**src/rtl/iexec_stage.sv**
```systemverilog
// rtl/iexec_stage.sv - MIPS execute stage: forwarding, ALU, branch/jump resolve, EX/MEM latch
module iexec_stage #(
  parameter int WORD_W  = 32,
  parameter int JAL_REG = 31
) (
  input  logic              CLK,
  input  logic              nRST,
  input  logic              id_valid,
  input  logic [5:0]        opcode,
  input  logic [5:0]        funct,
  input  logic [4:0]        shamt,
  input  logic [WORD_W-1:0] rdat1,
  input  logic [WORD_W-1:0] rdat2,
  input  logic [WORD_W-1:0] ext_imm,
  input  logic [15:0]       imm16,
  input  logic [WORD_W-1:0] pcplusfour,
  input  logic [WORD_W-1:0] j_target,
  input  logic [4:0]        rs,
  input  logic [4:0]        rt,
  input  logic [4:0]        rd,
  input  logic              regwr,
  input  logic              dren,
  input  logic              dwen,
  input  logic              memtoreg,
  input  logic              regdst,
  input  logic              alusrc,
  input  logic              halt,
  input  logic              mem_regwr,
  input  logic [4:0]        mem_wsel,
  input  logic [WORD_W-1:0] mem_fdat,
  input  logic              wb_regwr,
  input  logic [4:0]        wb_wsel,
  input  logic [WORD_W-1:0] wb_fdat,
  input  logic              advance,
  input  logic              flush,
  output logic              redirect,
  output logic [WORD_W-1:0] redirect_pc,
  output logic              xm_valid,
  output logic              xm_regwr,
  output logic              xm_dren,
  output logic              xm_dwen,
  output logic              xm_memtoreg,
  output logic              xm_halt,
  output logic [WORD_W-1:0] xm_alu,
  output logic [WORD_W-1:0] xm_store,
  output logic [4:0]        xm_wsel,
  output logic              halted
);

  localparam logic [5:0] OP_RTYPE = 6'b000000;
  localparam logic [5:0] OP_J     = 6'b000010;
  localparam logic [5:0] OP_JAL   = 6'b000011;
  localparam logic [5:0] OP_BEQ   = 6'b000100;
  localparam logic [5:0] OP_BNE   = 6'b000101;
  localparam logic [5:0] OP_ADDIU = 6'b001001;
  localparam logic [5:0] OP_SLTI  = 6'b001010;
  localparam logic [5:0] OP_SLTIU = 6'b001011;
  localparam logic [5:0] OP_ANDI  = 6'b001100;
  localparam logic [5:0] OP_ORI   = 6'b001101;
  localparam logic [5:0] OP_XORI  = 6'b001110;
  localparam logic [5:0] OP_LUI   = 6'b001111;
  localparam logic [5:0] OP_LW    = 6'b100011;
  localparam logic [5:0] OP_SW    = 6'b101011;
  localparam logic [5:0] OP_HALT  = 6'b111111;

  localparam logic [5:0] FN_SLL  = 6'b000000;
  localparam logic [5:0] FN_SRL  = 6'b000010;
  localparam logic [5:0] FN_JR   = 6'b001000;
  localparam logic [5:0] FN_ADDU = 6'b100001;
  localparam logic [5:0] FN_SUBU = 6'b100011;
  localparam logic [5:0] FN_AND  = 6'b100100;
  localparam logic [5:0] FN_OR   = 6'b100101;
  localparam logic [5:0] FN_XOR  = 6'b100110;
  localparam logic [5:0] FN_NOR  = 6'b100111;
  localparam logic [5:0] FN_SLT  = 6'b101010;
  localparam logic [5:0] FN_SLTU = 6'b101011;

  logic [WORD_W-1:0] a_fwd, b_fwd, b_op, alu_res;
  logic              known;
  logic [4:0]        wsel;
  logic              commit;

  // MEM is the younger producer, so it wins over WB; $zero is never forwarded.
  always_comb begin
    a_fwd = rdat1;
    if (mem_regwr && mem_wsel == rs && rs != 5'd0)    a_fwd = mem_fdat;
    else if (wb_regwr && wb_wsel == rs && rs != 5'd0) a_fwd = wb_fdat;
    b_fwd = rdat2;
    if (mem_regwr && mem_wsel == rt && rt != 5'd0)    b_fwd = mem_fdat;
    else if (wb_regwr && wb_wsel == rt && rt != 5'd0) b_fwd = wb_fdat;
  end

  assign b_op = alusrc ? ext_imm : b_fwd;

  always_comb begin
    alu_res = '0;
    known   = 1'b1;
    case (opcode)
      OP_RTYPE: begin
        case (funct)
          FN_ADDU: alu_res = a_fwd + b_op;
          FN_SUBU: alu_res = a_fwd - b_op;
          FN_AND:  alu_res = a_fwd & b_op;
          FN_OR:   alu_res = a_fwd | b_op;
          FN_XOR:  alu_res = a_fwd ^ b_op;
          FN_NOR:  alu_res = ~(a_fwd | b_op);
          FN_SLT:  alu_res = WORD_W'($signed(a_fwd) < $signed(b_op));
          FN_SLTU: alu_res = WORD_W'(a_fwd < b_op);
          FN_SLL:  alu_res = b_fwd << shamt;
          FN_SRL:  alu_res = b_fwd >> shamt;
          FN_JR:   alu_res = '0;
          default: known   = 1'b0;
        endcase
      end
      OP_ADDIU, OP_LW, OP_SW: alu_res = a_fwd + b_op;
      OP_ANDI:  alu_res = a_fwd & b_op;
      OP_ORI:   alu_res = a_fwd | b_op;
      OP_XORI:  alu_res = a_fwd ^ b_op;
      OP_SLTI:  alu_res = WORD_W'($signed(a_fwd) < $signed(b_op));
      OP_SLTIU: alu_res = WORD_W'(a_fwd < b_op);
      OP_LUI:   alu_res = WORD_W'({imm16, 16'h0000});
      OP_JAL:   alu_res = pcplusfour;
      OP_J, OP_BEQ, OP_BNE, OP_HALT: alu_res = '0;
      default:  known   = 1'b0;
    endcase
  end

  assign wsel = (opcode == OP_JAL) ? 5'(JAL_REG) : (regdst ? rd : rt);

  // Branches compare the forwarded registers, never the immediate-muxed B.
  always_comb begin
    redirect    = 1'b0;
    redirect_pc = pcplusfour;
    if (id_valid && !flush && !halted) begin
      case (opcode)
        OP_BEQ: if (a_fwd == b_fwd) begin
          redirect    = 1'b1;
          redirect_pc = pcplusfour + (ext_imm << 2);
        end
        OP_BNE: if (a_fwd != b_fwd) begin
          redirect    = 1'b1;
          redirect_pc = pcplusfour + (ext_imm << 2);
        end
        OP_J, OP_JAL: begin
          redirect    = 1'b1;
          redirect_pc = j_target;
        end
        OP_RTYPE: if (funct == FN_JR) begin
          redirect    = 1'b1;
          redirect_pc = a_fwd;
        end
        default: ;
      endcase
    end
  end

  assign commit = advance && !flush;

  always_ff @(posedge CLK or negedge nRST) begin
    if (!nRST) begin
      xm_valid    <= 1'b0;
      xm_regwr    <= 1'b0;
      xm_dren     <= 1'b0;
      xm_dwen     <= 1'b0;
      xm_memtoreg <= 1'b0;
      xm_halt     <= 1'b0;
      xm_alu      <= '0;
      xm_store    <= '0;
      xm_wsel     <= '0;
      halted      <= 1'b0;
    end else if (advance) begin
      if (flush) begin
        xm_valid    <= 1'b0;
        xm_regwr    <= 1'b0;
        xm_dren     <= 1'b0;
        xm_dwen     <= 1'b0;
        xm_memtoreg <= 1'b0;
        xm_halt     <= 1'b0;
        xm_alu      <= '0;
        xm_store    <= '0;
        xm_wsel     <= '0;
      end else begin
        xm_valid    <= id_valid;
        xm_regwr    <= id_valid & regwr & known;
        xm_dren     <= id_valid & dren;
        xm_dwen     <= id_valid & dwen;
        xm_memtoreg <= id_valid & memtoreg;
        xm_halt     <= id_valid & halt;
        xm_alu      <= alu_res;
        xm_store    <= b_fwd;
        xm_wsel     <= wsel;
      end
      if (commit && id_valid && halt) halted <= 1'b1;
    end
  end

endmodule

```
**config.mk**
```make
export PLATFORM = sky130hd
export DESIGN_NAME = iexec_stage
export DESIGN_NICKNAME = d
export VERILOG_FILES = /design/src/rtl/iexec_stage.sv
export SDC_FILE = /design/constraint.sdc
export NUM_CORES = 1
export LEC_CHECK = 0
export CAP_MARGIN = 20
export CORE_MARGIN = 4
export CORE_UTILIZATION = 52
export CTS_CLUSTER_SIZE = 24
export DETAILED_ROUTE_END_ITERATION = 6
export PLACE_DENSITY = 0.85
export SYNTH_ARGS = -nofsm -noshare
export SYNTH_HDL_FRONTEND = slang
export SYNTH_SLANG_ARGS = --single-unit
```
**constraint.sdc**
```tcl
create_clock -name CLK -period 5.85 [get_ports CLK]
set_input_delay 1.17 -clock CLK [delete_from_list [all_inputs] [get_ports CLK]]
set_output_delay 1.17 -clock CLK [all_outputs]
set_load 0.02 [all_outputs]
```
==> impl_metrics.json, run 1 <==
{
  "synth-async-reset-ratio": 1.000,
  "error_line": "[ERROR GRT-0116] Global routing finished with congestion. Check the congestion regions in the DRC Viewer.",
  "numCtsBuffers": 9,
  "dpl_cell_area_sq_um": 27220,
  "haltStage": "5_1_grt",
  "cts_sinks": 76,
  "grt_max_degree": 77,
  "portBuffers": 404,
  "syn_area_sq_um": 18920,
  "clock_path_buffers": 2,
  "overflow": 5,
  "io_pins": 405,
  "synth_cell_types": 85,
  "yosys_most_used_dff": "dfrtp_1",
  "first_global_vias": 32550,
  "synth_cells": 2703,
  "place.gp.congestion": 1.379,
  "ys_ff_latch": 76,
  "die_w_um": 198.8,
  "start_util": 0.5295,
  "dpl_worst_slack_ns": -1.425,
  "root_buffer": "clkbuf_16",
  "ys_seq_area_frac": 0.1005,
  "row_count": 69,
  "yosys_warnings": 0,
  "htree_num_levels": 3,
  "die_height_um": 198.8,
  "grt_pass1_wl_um": 199300,
  "synth_fp_nets": 3127,
  "dp_hpwl_um": 87290,
  "synth-edff-count": 0,
  "synth.avg_cell_area_sq_um": 7.001,
  "outcome": "did not finish",
  "track_usage": 0.6701,
  "placed_cells": 3930
}
layer usage:
metal,track usage,overflow
met1,0.6570,0
met2,0.8207,1
met3,0.5650,1
met4,0.6355,3
met5,0.2852,0
cells in the mapped netlist, types with 14 or more instances:
cell	n	area share
nor2_1	256	0.051
o21ai_0	247	0.065
a21oi_1	243	0.064
nand2_1	225	0.045
clkbuf_1	169	0.034
mux2i_1	160	0.085
xnor2_1	128	0.059
ha_1	125	0.083
inv_1	107	0.021
dfrtp_1	76	0.10
nand3_1	64	0.017
nor3_1	63	0.017
a31oi_1	54	0.018
a22oi_1	52	0.021
a211oi_1	45	0.018
a221o_1	45	0.024
a21o_1	44	0.017
a221oi_1	39	0.018
a22o_1	36	0.017
buf_1	30	0.0060
o221ai_1	29	0.013
and2_1	26	0.0086
o22ai_1	26	0.0086
mux2_2	25	0.015
nor2b_1	22	0.0073
o21bai_1	20	0.0079
xor2_1	19	0.0088
o211ai_1	18	0.0071
a31o_2	17	0.0079
o21a_1	17	0.0067
nand2b_1	16	0.0053
o31ai_1	16	0.0063
mux4_2	15	0.018
buf_2	14	0.0037
what timing repair did:
| action | in CTS |
|---|---|
| gates resized for setup | 417 |
| setup buffers | 33 |
| cloned | 6 |
| setup endpoints to repair | 58 |
| hold buffers | 0 |
| pin swaps | 83 |
logic make-up after synthesis:
logic type	share of synthesized area
adders and majority gates	0.08582
xor gates and xnor gates	0.06803
buffers and inverters	0.07299
muxes	0.1174
AOI/OAI and AO/OA	0.3780
and+or+nand+nor	0.1773
DFF	0.1005
stage by stage:
step	setup TNS, ns	hold slack, ns
3_5_place_dp	-62.71	0.4683
4_1_cts	-8.675	0.4835
3_3_place_gp	-54.32	0.4661
2_1_floorplan	0	0.5954
==> run 2, diff against run 1 <==
CORE_UTILIZATION = 37   (was 52)
CTS_CLUSTER_SIZE = default   (was 24)
PLACE_DENSITY = default   (was 0.85)
PLACE_DENSITY_LB_ADDON = 0.15   (was default)
==> impl_metrics.json, run 2 <==
{
  "outcome": "finished, violations left",
  "violations": "setup timing",
  "dp_hpwl_um": 100000,
  "fin_util": 0.5997,
  "die_w_um": 234.2,
  "numCtsBuffers": 9,
  "cts_sinks": 76,
  "grt_max_degree": 77,
  "cts_hold_buf": 0,
  "num_vias": 27320,
  "worst-path-stages": 22,
  "timing.rr.start": "xm_alu[3]",
  "syn_to_final_growth_pct": 59.64,
  "fin_ws_ns": -0.3648,
  "fin_skew_ns": 0,
  "cp_num_buf_inv": 10,
  "cp-endpoint": "redirect_pc[27]",
  "crit_path_end_kind": "primary output",
  "wire_per_inst_um": 29.02,
  "top_regs": "xm_alu: 32 flops, xm_store: 32 flops, xm_wsel: 5 flops",
  "row_count": 82,
  "critPathMaxFanout": 6,
  "worstPathRequired_ns": 4.68,
  "setup-violations-final": 38,
  "maxSlewViolCount": 0,
  "yosys_warnings": 0,
  "drive_gt1_frac": 0.2972,
  "cp_top_family": "buffers and inverters",
  "r2r-end": "xm_alu[3]",
  "hold_viol_final": 0,
  "crit_path_start_kind": "input port",
  "cp_slowest_cell": "or4_4",
  "total_power_w": 0.004415,
  "synth-async-reset-ratio": 1.000,
  "timing.fmax_ghz": 0.1609,
  "path_class": "input port to primary output",
  "track_usage": 0.4307,
  "first_global_vias": 25940,
  "period_needed_ns": 6.215,
  "synthTopCellsByArea": "dfrtp_1 10%, mux2i_1 8.5%, ha_1 8.3%, o21ai_0 6.5%, a21oi_1 6.4%",
  "start_util": 0.3757,
  "power_density_nw_per_um2": 146.1,
  "clk-insertion-delay-late_ns": 0.37,
  "synth_cells": 2703,
  "portBuffers": 404,
  "htree_num_levels": 3,
  "ant_nets": 0,
  "layout_common_cells": "672 x buf_4, 343 x clkdlybuf4s50_1, 247 x nor2_1",
  "antenna_found_initial": 6,
  "reg2regPathDepth": 8,
  "netlist.area_leader.share": 0.1005,
  "io_pins": 405,
  "drt_iter0_drc": 4103,
  "p_leak_nw": 13.04,
  "arrival_ns": 5.04,
  "die_height_um": 234.2,
  "slowest_delay_ns": 0.55,
  "ys_seq_area_frac": 0.1005,
  "synth.most_common_cell": "nor2_1",
  "reg2reg_slack_ns": 3.49,
  "slew_headroom": 0.3499,
  "vias_per_cell": 6.374,
  "core_area_sq_um": 50380,
  "hold_class": "register to register",
  "tritoncts": "built",
  "fin_crit_sh": 1.062,
  "grt_pass1_wl_um": 175100,
  "nets": 4033,
  "synth_fp_nets": 3127,
  "rsz0062_at_grt": "yes",
  "die-area_sq_um": 54830,
  "fillers": 4613,
  "root_buffer": "clkbuf_16",
  "synth.avg_cell_area_sq_um": 7.001,
  "syn_area_sq_um": 18920,
  "peakVddDrop_mv": 0.1438,
  "drt_first_pass_iters": 7,
  "worstMarginPinSlew_ns": 0.9706,
  "crit_start": "rs[2]",
  "drc_errors": 0,
  "drv_cap": 0,
  "place.gp.congestion": 1.066,
  "clock_path_buffers": 2,
  "yosysTopAreaCell": "dfrtp_1",
  "overflow": 0,
  "dpl_worst_slack_ns": -1.397,
  "cp_common_cell": "buf_4",
  "wl_um": 124400,
  "path_cells": "buf_2 -> or4_4 -> o211ai_4 -> nor2_4 -> buf_4 -> buf_4 -> mux2i_1 -> a21oi_1 -> buf_4 -> buf_4 -> xnor2_2 -> nor4_2 -> nand4_1 -> nor3_2 -> buf_4 -> xnor2_4 -> buf_6 -> nor3_4 -> buf_6 -> buf_6 -> a221o_1 -> buf_6",
  "yosys_most_used_dff": "dfrtp_1",
  "clk_pin_slew_worst_paths_ns": 0.07,
  "layout_commonest_cell": "buf_4",
  "synth_cell_types": 85,
  "synth-edff-count": 0,
  "netlist_top_cells_count": "256 x nor2_1, 247 x o21ai_0, 243 x a21oi_1, 225 x nand2_1, 169 x clkbuf_1",
  "ys_ff_latch": 76
}
run 2: metrics by stage:
step           setup TNS (ns)  hold WS, ns  cells  area (sq um)
6_report               -8.182       0.4841   4287         30210
5_1_grt                -12.25       0.5031   4287         30210
4_1_cts                -6.482       0.4834   4266         29260
3_5_place_dp           -55.65       0.4679   4206         27840
3_3_place_gp           -53.45       0.4653   4206         27840
2_1_floorplan               0       0.5954   2703         18970
run 2: how the worst min path moves through the flow:
stage	from	to	cells after the start
after CTS	xm_wsel[2]	xm_wsel[2]	1
after detailed placement	xm_wsel[2]	xm_wsel[2]	1
after global routing	xm_wsel[4]	xm_wsel[4]	1
after global placement	xm_wsel[3]	xm_wsel[3]	1
after floorplan	xm_alu[7]	xm_alu[7]	1
final	xm_wsel[2]	xm_wsel[2]	1
run 2: cells by family (layout without fill, tap and decap cells):
family,Yosys count,count (layout),synth area share
buffers and inverters,342,1253,0.07299
adder cells (fa/ha/maj),128,128,0.08582
flip-flops,76,76,0.1005
multiplexers,200,200,0.1174
XOR/XNOR,147,147,0.06803
other,0,1,0
AND/OR/NAND/NOR,746,746,0.1773
AO/OA/AOI/OAI,1064,1064,0.3780
run 2: where the power goes:
group	switching, W	internal, W
Sequential	0.0000229	0.000553
Combinational	0.00178	0.00145
Clock	0.000274	0.000335
run 2: layout make-up:
class | count | area, sq um | area share
Antenna cell | 1 | 2.502 | 0.00008283
Clock buffer | 10 | 229.0 | 0.007579
Clock inverter | 6 | 73.82 | 0.002443
Inverter | 115 | 431.7 | 0.01429
Multi-Input combinational cell | 2285 | 17020 | 0.5632
Sequential cell | 76 | 1902 | 0.06295
Tap cell | 672 | 840.8 | 0.02783
Timing Repair Buffer | 1122 | 9717 | 0.3216
run 2: repair_timing:
action                     in CTS  in global routing
setup endpoints to repair      56                 52
gates resized for setup       352                207
buffers inserted               43                 25
pin swaps                      81                 88
cloned                          5                  0
run 2: per-layer routing:
layer  track usage  routed length, um  vias up
li1              -                  -    11950
met1        0.5852              49240    13030
met2        0.6342              51430     1955
met3        0.1110              15810      392
met4        0.2074               7893        4
met5             0                 28        -
(Power assumes the default switching activity.)
==> run 3, diff against run 2 <==
--- a/config.mk
+++ b/config.mk
@@ -9,3 +9,3 @@
 export CORE_MARGIN = 4
-export CORE_UTILIZATION = 37
+export CORE_UTILIZATION = 54
 export DETAILED_ROUTE_END_ITERATION = 6
--- a/constraint.sdc
+++ b/constraint.sdc
@@ -3,2 +3,2 @@
 set_output_delay 1.17 -clock CLK [all_outputs]
-set_load 0.02 [all_outputs]
+set_load 0.005 [all_outputs]
==> impl_metrics.json, run 3 <==
{
  "track_usage": 0.8050,
  "cts_hold_buf": 0,
  "haltStage": "5_1_grt",
  "grt_max_degree": 77,
  "place.gp.congestion": 1.351,
  "root_buffer": "clkbuf_16",
  "outcome": "did not finish",
  "synth_cells": 2703,
  "error_line": "[ERROR GRT-0232] Routing congestion too high. Check the congestion heatmap in the GUI.",
  "dp_hpwl_um": 85060,
  "worst_endpoint": "redirect_pc[23]",
  "synth.avg_cell_area_sq_um": 7.001,
  "htree_num_levels": 3,
  "die_height_um": 195.2,
  "netlist_top_cells_count": "256 x nor2_1, 247 x o21ai_0, 243 x a21oi_1, 225 x nand2_1, 169 x clkbuf_1",
  "ys_seq_area_frac": 0.1005,
  "clock_path_buffers": 2,
  "yosys_most_used_dff": "dfrtp_1",
  "start_util": 0.5478,
  "syn_area_sq_um": 18920,
  "synth_fp_nets": 3127,
  "synth.most_common_cell": "nor2_1",
  "synth-async-reset-ratio": 1.000,
  "die_w_um": 195.2,
  "netlist.area_leader.share": 0.1005,
  "yosysTopAreaCell": "dfrtp_1",
  "portBuffers": 404,
  "worst-ep-kind": "top-level output",
  "dpl_cell_area_sq_um": 27100,
  "cts_sinks": 76,
  "ys_ff_latch": 76,
  "numCtsBuffers": 9,
  "synth_cell_types": 85,
  "io_pins": 405,
  "yosys_warnings": 0,
  "overflow": 190,
  "synth-edff-count": 0,
  "row_count": 68,
  "synthTopCellsByArea": "dfrtp_1 10%, mux2i_1 8.5%, ha_1 8.3%, o21ai_0 6.5%, a21oi_1 6.4%"
}
==> run 3: per-layer routing <==
metal  GRT overflow  global-route usage
met1             13              0.7896
met2             94              0.9289
met3              8              0.7202
met4             75              0.7786
met5              0              0.5185
==> run 3: cells by family after synthesis <==
kind of cell | count (synthesis) | synth area share
compound gates | 1064 | 0.3780
xor+xnor | 147 | 0.06803
flops | 76 | 0.1005
buf+inv | 342 | 0.07299
mux | 200 | 0.1174
simple gates | 746 | 0.1773
fa+ha+maj | 128 | 0.08582
==> run 3: timing repair <==
action / CTS
gates cloned: 10
setup buffers: 46
pin swaps: 108
setup endpoints to repair: 57
resized for setup: 350
==> run 3: through the flow <==
stage | setup slack, ns | hold slack (ns) | instances | utilization
after detailed placement | -1.119 | 0.4680 | 3908 | 0.7844
after global placement | -1.031 | 0.4680 | 3907 | 0.7840
after CTS | -0.3073 | 0.4910 | 3980 | 0.8262
after floorplan | 0.01484 | 0.4774 | 2703 | -
